[config.mk]
export PLATFORM = sky130hd
export DESIGN_NAME = mux_pipe
export DESIGN_NICKNAME = d
export VERILOG_FILES = /design/src/rtl/mux_pipe_pkg.sv /design/src/rtl/mux_pipe_skid_reg.sv /design/src/rtl/mux_pipe.sv
export SDC_FILE = /design/constraint.sdc
export NUM_CORES = 1
export LEC_CHECK = 0
export CAP_MARGIN = 0
export CORE_UTILIZATION = 47
export CTS_BUF_LIST = sky130_fd_sc_hd__clkbuf_4
export CTS_CLUSTER_SIZE = 24
export DETAILED_ROUTE_END_ITERATION = 12
export HOLD_SLACK_MARGIN = 0.08
export PLACE_DENSITY_LB_ADDON = 0.25
export SYNTH_ARGS = -nofsm -noshare
export SYNTH_HDL_FRONTEND = slang
export SYNTH_SLANG_ARGS = --single-unit
[constraint.sdc]
create_clock -name clk -period 3.5 [get_ports clk]
set_input_delay 0.7 -clock clk [delete_from_list [all_inputs] [get_ports clk]]
set_output_delay 0.7 -clock clk [all_outputs]
set_load 0.05 [all_outputs]
[src/rtl/mux_pipe_pkg.sv]
// mux_pipe_pkg: constants and handshake helpers shared by the mux_pipe slice.
//   MIN_NUM_IN / MAX_NUM_IN : legal range for the mux_pipe NUM_IN parameter.
//   hs_fire()               : a beat moves when valid and ready are both high
//                             in the same cycle.
package mux_pipe_pkg;

  localparam int MIN_NUM_IN = 2;
  localparam int MAX_NUM_IN = 16;

  // Handshake rule used by every port of this slice: the producer holds
  // valid (and its data) until it sees ready; a beat transfers on the rising
  // edge at the end of any cycle where both are high.
  function automatic logic hs_fire(input logic valid, input logic ready);
    return valid && ready;
  endfunction

endpackage

[src/rtl/mux_pipe_skid_reg.sv]
// mux_pipe_skid_reg: WIDTH-generic 2-entry valid/ready skid buffer.
//   clk, rst        : rising-edge clock, synchronous active-high reset
//   flush           : drop both buffered beats (wins over any load)
//   in_data/in_valid/in_ready : upstream side; in_ready depends only on
//                               the skid flop and rst
//   in_accept       : in_valid && in_ready, exported so the parent can act
//                     on exactly the beats this buffer takes
//   out_data/out_valid/out_ready : downstream side, driven from the main flop
module mux_pipe_skid_reg
  import mux_pipe_pkg::*;
#(
  parameter int WIDTH = 32
) (
  input  logic             clk,
  input  logic             rst,
  input  logic             flush,
  input  logic [WIDTH-1:0] in_data,
  input  logic             in_valid,
  output logic             in_ready,
  output logic             in_accept,
  output logic [WIDTH-1:0] out_data,
  output logic             out_valid,
  input  logic             out_ready
);

  logic             main_valid_q, main_valid_d;
  logic [WIDTH-1:0] main_data_q,  main_data_d;
  logic             skid_valid_q, skid_valid_d;
  logic [WIDTH-1:0] skid_data_q,  skid_data_d;
  logic             load_en;

  // No combinational path from out_ready: a stall is absorbed by the skid
  // entry, and in_ready only drops once that entry is actually occupied.
  assign in_ready  = !skid_valid_q && !rst;
  assign in_accept = hs_fire(in_valid, in_ready);

  // The main register may take a new value when it is empty or its current
  // beat is leaving this cycle.
  assign load_en = !main_valid_q || out_ready;

  always_comb begin
    main_valid_d = main_valid_q;
    main_data_d  = main_data_q;
    skid_valid_d = skid_valid_q;
    skid_data_d  = skid_data_q;

    if (load_en) begin
      if (skid_valid_q) begin
        // Older skid beat goes first; in_ready is low so nothing new arrives.
        main_valid_d = 1'b1;
        main_data_d  = skid_data_q;
        skid_valid_d = 1'b0;
      end else if (in_accept) begin
        main_valid_d = 1'b1;
        main_data_d  = in_data;
      end else begin
        // Data is kept so out_data does not toggle on an empty output.
        main_valid_d = 1'b0;
      end
    end else if (in_accept) begin
      skid_valid_d = 1'b1;
      skid_data_d  = in_data;
    end

    if (flush) begin
      main_valid_d = 1'b0;
      skid_valid_d = 1'b0;
    end
  end

  always_ff @(posedge clk) begin
    if (rst) begin
      main_valid_q <= 1'b0;
      main_data_q  <= '0;
      skid_valid_q <= 1'b0;
      skid_data_q  <= '0;
    end else begin
      main_valid_q <= main_valid_d;
      main_data_q  <= main_data_d;
      skid_valid_q <= skid_valid_d;
      skid_data_q  <= skid_data_d;
    end
  end

  assign out_valid = main_valid_q;
  assign out_data  = main_data_q;

endmodule

[src/rtl/mux_pipe.sv]
// mux_pipe: NUM_IN:1 selector of WIDTH-bit inputs feeding a registered,
// back-pressured output stage with flush.
//   clk, rst   : rising-edge clock, synchronous active-high reset
//   in_data    : NUM_IN*WIDTH flattened inputs, input k at [k*WIDTH +: WIDTH]
//   sel        : binary select, only looked at on an accepted beat
//   in_valid / in_ready   : upstream handshake
//   flush      : discard every buffered beat (and any beat accepted now)
//   out_data / out_valid / out_ready : downstream handshake, registered
//   sel_err    : sticky, set when an accepted beat had sel >= NUM_IN;
//                cleared only by rst
module mux_pipe
  import mux_pipe_pkg::*;
#(
  parameter  int WIDTH  = 32,
  parameter  int NUM_IN = 4,
  localparam int SEL_W  = $clog2(NUM_IN)
) (
  input  logic                    clk,
  input  logic                    rst,
  input  logic [NUM_IN*WIDTH-1:0] in_data,
  input  logic [SEL_W-1:0]        sel,
  input  logic                    in_valid,
  output logic                    in_ready,
  input  logic                    flush,
  output logic [WIDTH-1:0]        out_data,
  output logic                    out_valid,
  input  logic                    out_ready,
  output logic                    sel_err
);

  if (NUM_IN < MIN_NUM_IN || NUM_IN > MAX_NUM_IN) begin : g_bad_num_in
    $error("mux_pipe: NUM_IN out of supported range");
  end

  logic [WIDTH-1:0] sel_data;
  logic             sel_in_range;
  logic             accept;
  logic             sel_err_q, sel_err_d;

  // Input 0 is the fallback for an out-of-range select, so the loop starts
  // at 1 and an unmatched sel leaves the default in place.
  always_comb begin
    sel_data = in_data[WIDTH-1:0];
    for (int k = 1; k < NUM_IN; k++) begin
      if (sel == SEL_W'(k)) begin
        sel_data = in_data[k*WIDTH +: WIDTH];
      end
    end
  end

  assign sel_in_range = (int'(sel) < NUM_IN);

  mux_pipe_skid_reg #(
    .WIDTH (WIDTH)
  ) u_skid (
    .clk       (clk),
    .rst       (rst),
    .flush     (flush),
    .in_data   (sel_data),
    .in_valid  (in_valid),
    .in_ready  (in_ready),
    .in_accept (accept),
    .out_data  (out_data),
    .out_valid (out_valid),
    .out_ready (out_ready)
  );

  // A bad select on an accepted beat is recorded even if flush discards the
  // beat; sel only matters when a beat is accepted.
  always_comb begin
    sel_err_d = sel_err_q | (accept & ~sel_in_range);
  end

  always_ff @(posedge clk) begin
    if (rst) begin
      sel_err_q <= 1'b0;
    end else begin
      sel_err_q <= sel_err_d;
    end
  end

  assign sel_err = sel_err_q;

endmodule

==> results.txt <==
- Outcome: finished clean
- The initial antenna violation count came to 0.
* Worst clock skew on the final layout: 0.00808 ns
- Finished layout cell area: 5590 um2
* Worst reg2reg endpoint: u_skid.skid_data_q[26]
- The number of antenna diodes in the final layout is 0.
- The clock net in this run drives a total of 66 sinks.
- At the end of routability-driven placement, the weighted congestion stood at 0.753.
- The commonest cells after synthesis are 66 x dfxtp_1, 33 x inv_1.
* Number of hold-slack violations in the final timing report: 0
- Summed over all failing endpoints, the final setup total negative slack is 0 ns.
- The H-tree was split into 3 levels.
- GRT Overall Usage: 0.245
- FILL cells: 597
* Placed insts: 579
- The cell area that synthesis handed to floorplanning was 3780 um2.
- Average detailed-routed wire length per instance: 17.0 um
- Initial cell density of the core: 0.487
- Entering global routing, the biggest net connects 45 pins.
* Placement row count: 32
- Relative area change from synthesis to final layout: 47.7%
* Time the worst path needs with I/O delays and setup: 2.69 ns
- Number of DRC violations after detailed routing: 0
- Synthesized instance count: 342
- Worst EP required: 2.80 ns
* GR Overflow Total: 0
- The worst setup path is captured at an output port.
- Clock latency on the worst-skew pair: 0.40 ns
- The floorplan step set the die width to 91.7 um.
- Post-synthesis sequential area ratio: 0.349
* Leakage power summed over all cells: 0.00207 uW
* EDFF count, synth: 0
- For this run, the number of standard cells in the final layout without fillers is 594.
- Floorplan Core Area: 7770 um2
* Slew at the pin with the worst max-slew slack: 0.919 ns
- In the post-synthesis netlist, the biggest area contributors are dfxtp_1 35%, mux4_2 19%, a221oi_2 12%.
* Initial DRC Count: 105
- After synthesis the netlist holds a flip-flop and latch count of 66.
- Yosys instantiated no cell more often than dfxtp_1.
- After clock tree synthesis, the clock-pin slew on the worst setup and hold paths is 0.10 ns.
- Critical Setup Path Class: flip-flop to output port
- Achievable clock frequency: 371 MHz
- In this run the remaining antenna-violating nets after routing total 0.
- The most used flip-flop cell after synthesis is dfxtp_1.
- HPWL after detailed placement: 7280 um
- For this run, the detailed router's first-pass iteration total came to 4.
- Fraction of registers with async set or reset after synthesis: 0
- For this design, the CTS-stage hold fixing added 0 buffers.
- Port Buffers: 168
- On the worst path, the slowest cell contributes a delay of 0.74 ns.
- Measured in cells, the most critical reg-to-reg path has a length of 4.
* Unrepaired setup endpoints after global routing: no
- Critical path endpoint: in_ready
* Y dimension of the die: 91.7 um
- Max Cap Viol: 0
- Worst min-delay path category: flip-flop to flip-flop
- Count of cell types in the netlist: 23
- Mapped Nets: 477
- The max-slew violation total from the final report was 0.
- In this run the post-CTS setup repair buffer count came out at 0.
* Largest fanout on the critical path: 20
- Type of element launching the critical path: flip-flop
- Of the cells placed in the final design, the portion with a size suffix greater than 1 is 0.185.
- Launch point of the worst reg-to-reg path: u_skid.skid_valid_q
* Buffer type at the clock tree root: clkbuf_4
- Post-cts resize count: 0
- The placed instances occupy a cell area of 5440 um2.
- Of the available clock period, the critical path in the final layout requires 0.769.
- The worst pin sits at a relative slew slack of 0.387.
* Number of nets in the final layout: 623
- Counting the buffers created by CTS gives 9.
- Critical-path top delay cell: dfxtp_1
* Wire length of the first global-routing pass: 16300 um
* TritonCTS clock tree: done
- Top-level port count: 170
* Share of Yosys cell area claimed by the top area cell type: 0.349
- Beginning of the critical path: u_skid.skid_valid_q
* Avg Inst Size Synth: 11.1 um2
* Total die area: 8420 um2
- Pwr dens: 344 nW/um2
- The biggest area contributor in the post-synthesis netlist is dfxtp_1.
* Clock tree buffer depth: 2
- Setup violations remaining at the end of the flow were counted as 0.
- Drt total wl: 10100 um
* Vias: 3342
* Critical path cell sequence: nor2_1, clkdlybuf4s50_1
- Number of global-route vias before repair: 3462
- The setup check on the worst reg-to-reg path leaves a slack of 1.14 ns.
- WP data arrival: 1.99 ns
- Number of warnings issued by yosys: 0
* Vias per cell: 5.63
- Minimum hold slack: 0.467 ns
- Largest vdd supply drop: 0.193 mV
-- state kept, by name (all words and copies together), names as in the netlist --
name / flops
u_skid.skid_valid_q: 1
u_skid.out_data: 32
u_skid.skid_data_q: 32
u_skid.out_valid: 1
-- through the flow --
step / setup slack (ns) / power (uW) / util
after floorplan: 1.22 / 1140 / -
after global placement: 0.945 / 1370 / 0.700
after CTS: 0.798 / 1940 / 0.720
after detailed placement: 0.889 / 1380 / 0.700
after global routing: 0.716 / 2000 / 0.720
final: 0.807 / 1930 / 0.720
-- worst min-delay path by stage --
stage | startpoint | endpoint | cells after the start
2_1_floorplan | u_skid.skid_data_q[13] | u_skid.skid_data_q[13] | 1
3_3_place_gp | u_skid.out_data[19] | u_skid.out_data[19] | 2
3_5_place_dp | u_skid.skid_data_q[29] | u_skid.skid_data_q[29] | 1
4_1_cts | u_skid.out_data[17] | u_skid.out_data[17] | 2
5_1_grt | u_skid.out_data[16] | u_skid.out_data[16] | 2
6_report | u_skid.out_data[20] | u_skid.out_data[20] | 2
-- worst max-delay path, delay by kind of cell, from the launching register on --
family / cells / cell delay, ns
DFF: 1 / 0.74
buffers and inverters: 1 / 0.74
and+or+nand+nor: 1 / 0.13
-- routing by layer --
layer,vias up,GRT usage,wire length [um]
met5,-,0,0
met4,0,0.0938,209
met3,18,0.0514,678
met2,133,0.447,5150
met1,1603,0.281,4060
li1,1588,-,-
-- logic make-up after synthesis --
logic type      count (synthesis)  share of synthesized area
compound gates                 99                      0.268
other cells                     1                   0.000991
simple gates                   71                     0.0965
flops                          66                      0.349
mux                            32                      0.190
buf+inv                        73                     0.0949
-- layout make-up --
type,instances,area [um2],share of cell area
multi-input cells,203,2130,0.380
well taps,102,128,0.0228
inverters,33,124,0.0222
clock buffers,12,90.1,0.0161
flip-flops and latches,66,1320,0.236
repair buffers,175,1740,0.311
clock inverters,3,65.1,0.0116
-- cells in the final DEF (no fill, tap or decap) --
master / count
clkdlybuf4s50_1: 166
dfxtp_1: 66
mux4_2: 32
a22o_1: 32
inv_1: 32
and2_1: 32
a211oi_1: 32
nand2_1: 32
a221oi_2: 30
clkbuf_4: 12
buf_4: 6
nor3_1: 3
a221oi_1: 2
bufinv_16: 2
buf_2: 2
nor2_1: 1
inv_2: 1
nor2b_4: 1
a31oi_4: 1
and3_1: 1
nand2b_4: 1
a21o_4: 1
o21ai_0: 1
conb_1: 1
clkinv_2: 1
buf_12: 1
-- where the power goes --
part	total, uW	internal, uW	switching, uW
sequential	803	785	18.5
combinational	561	294	267
clock	561	310	251
total	1930	1390	537
Power figures use the tool's default switching activity.
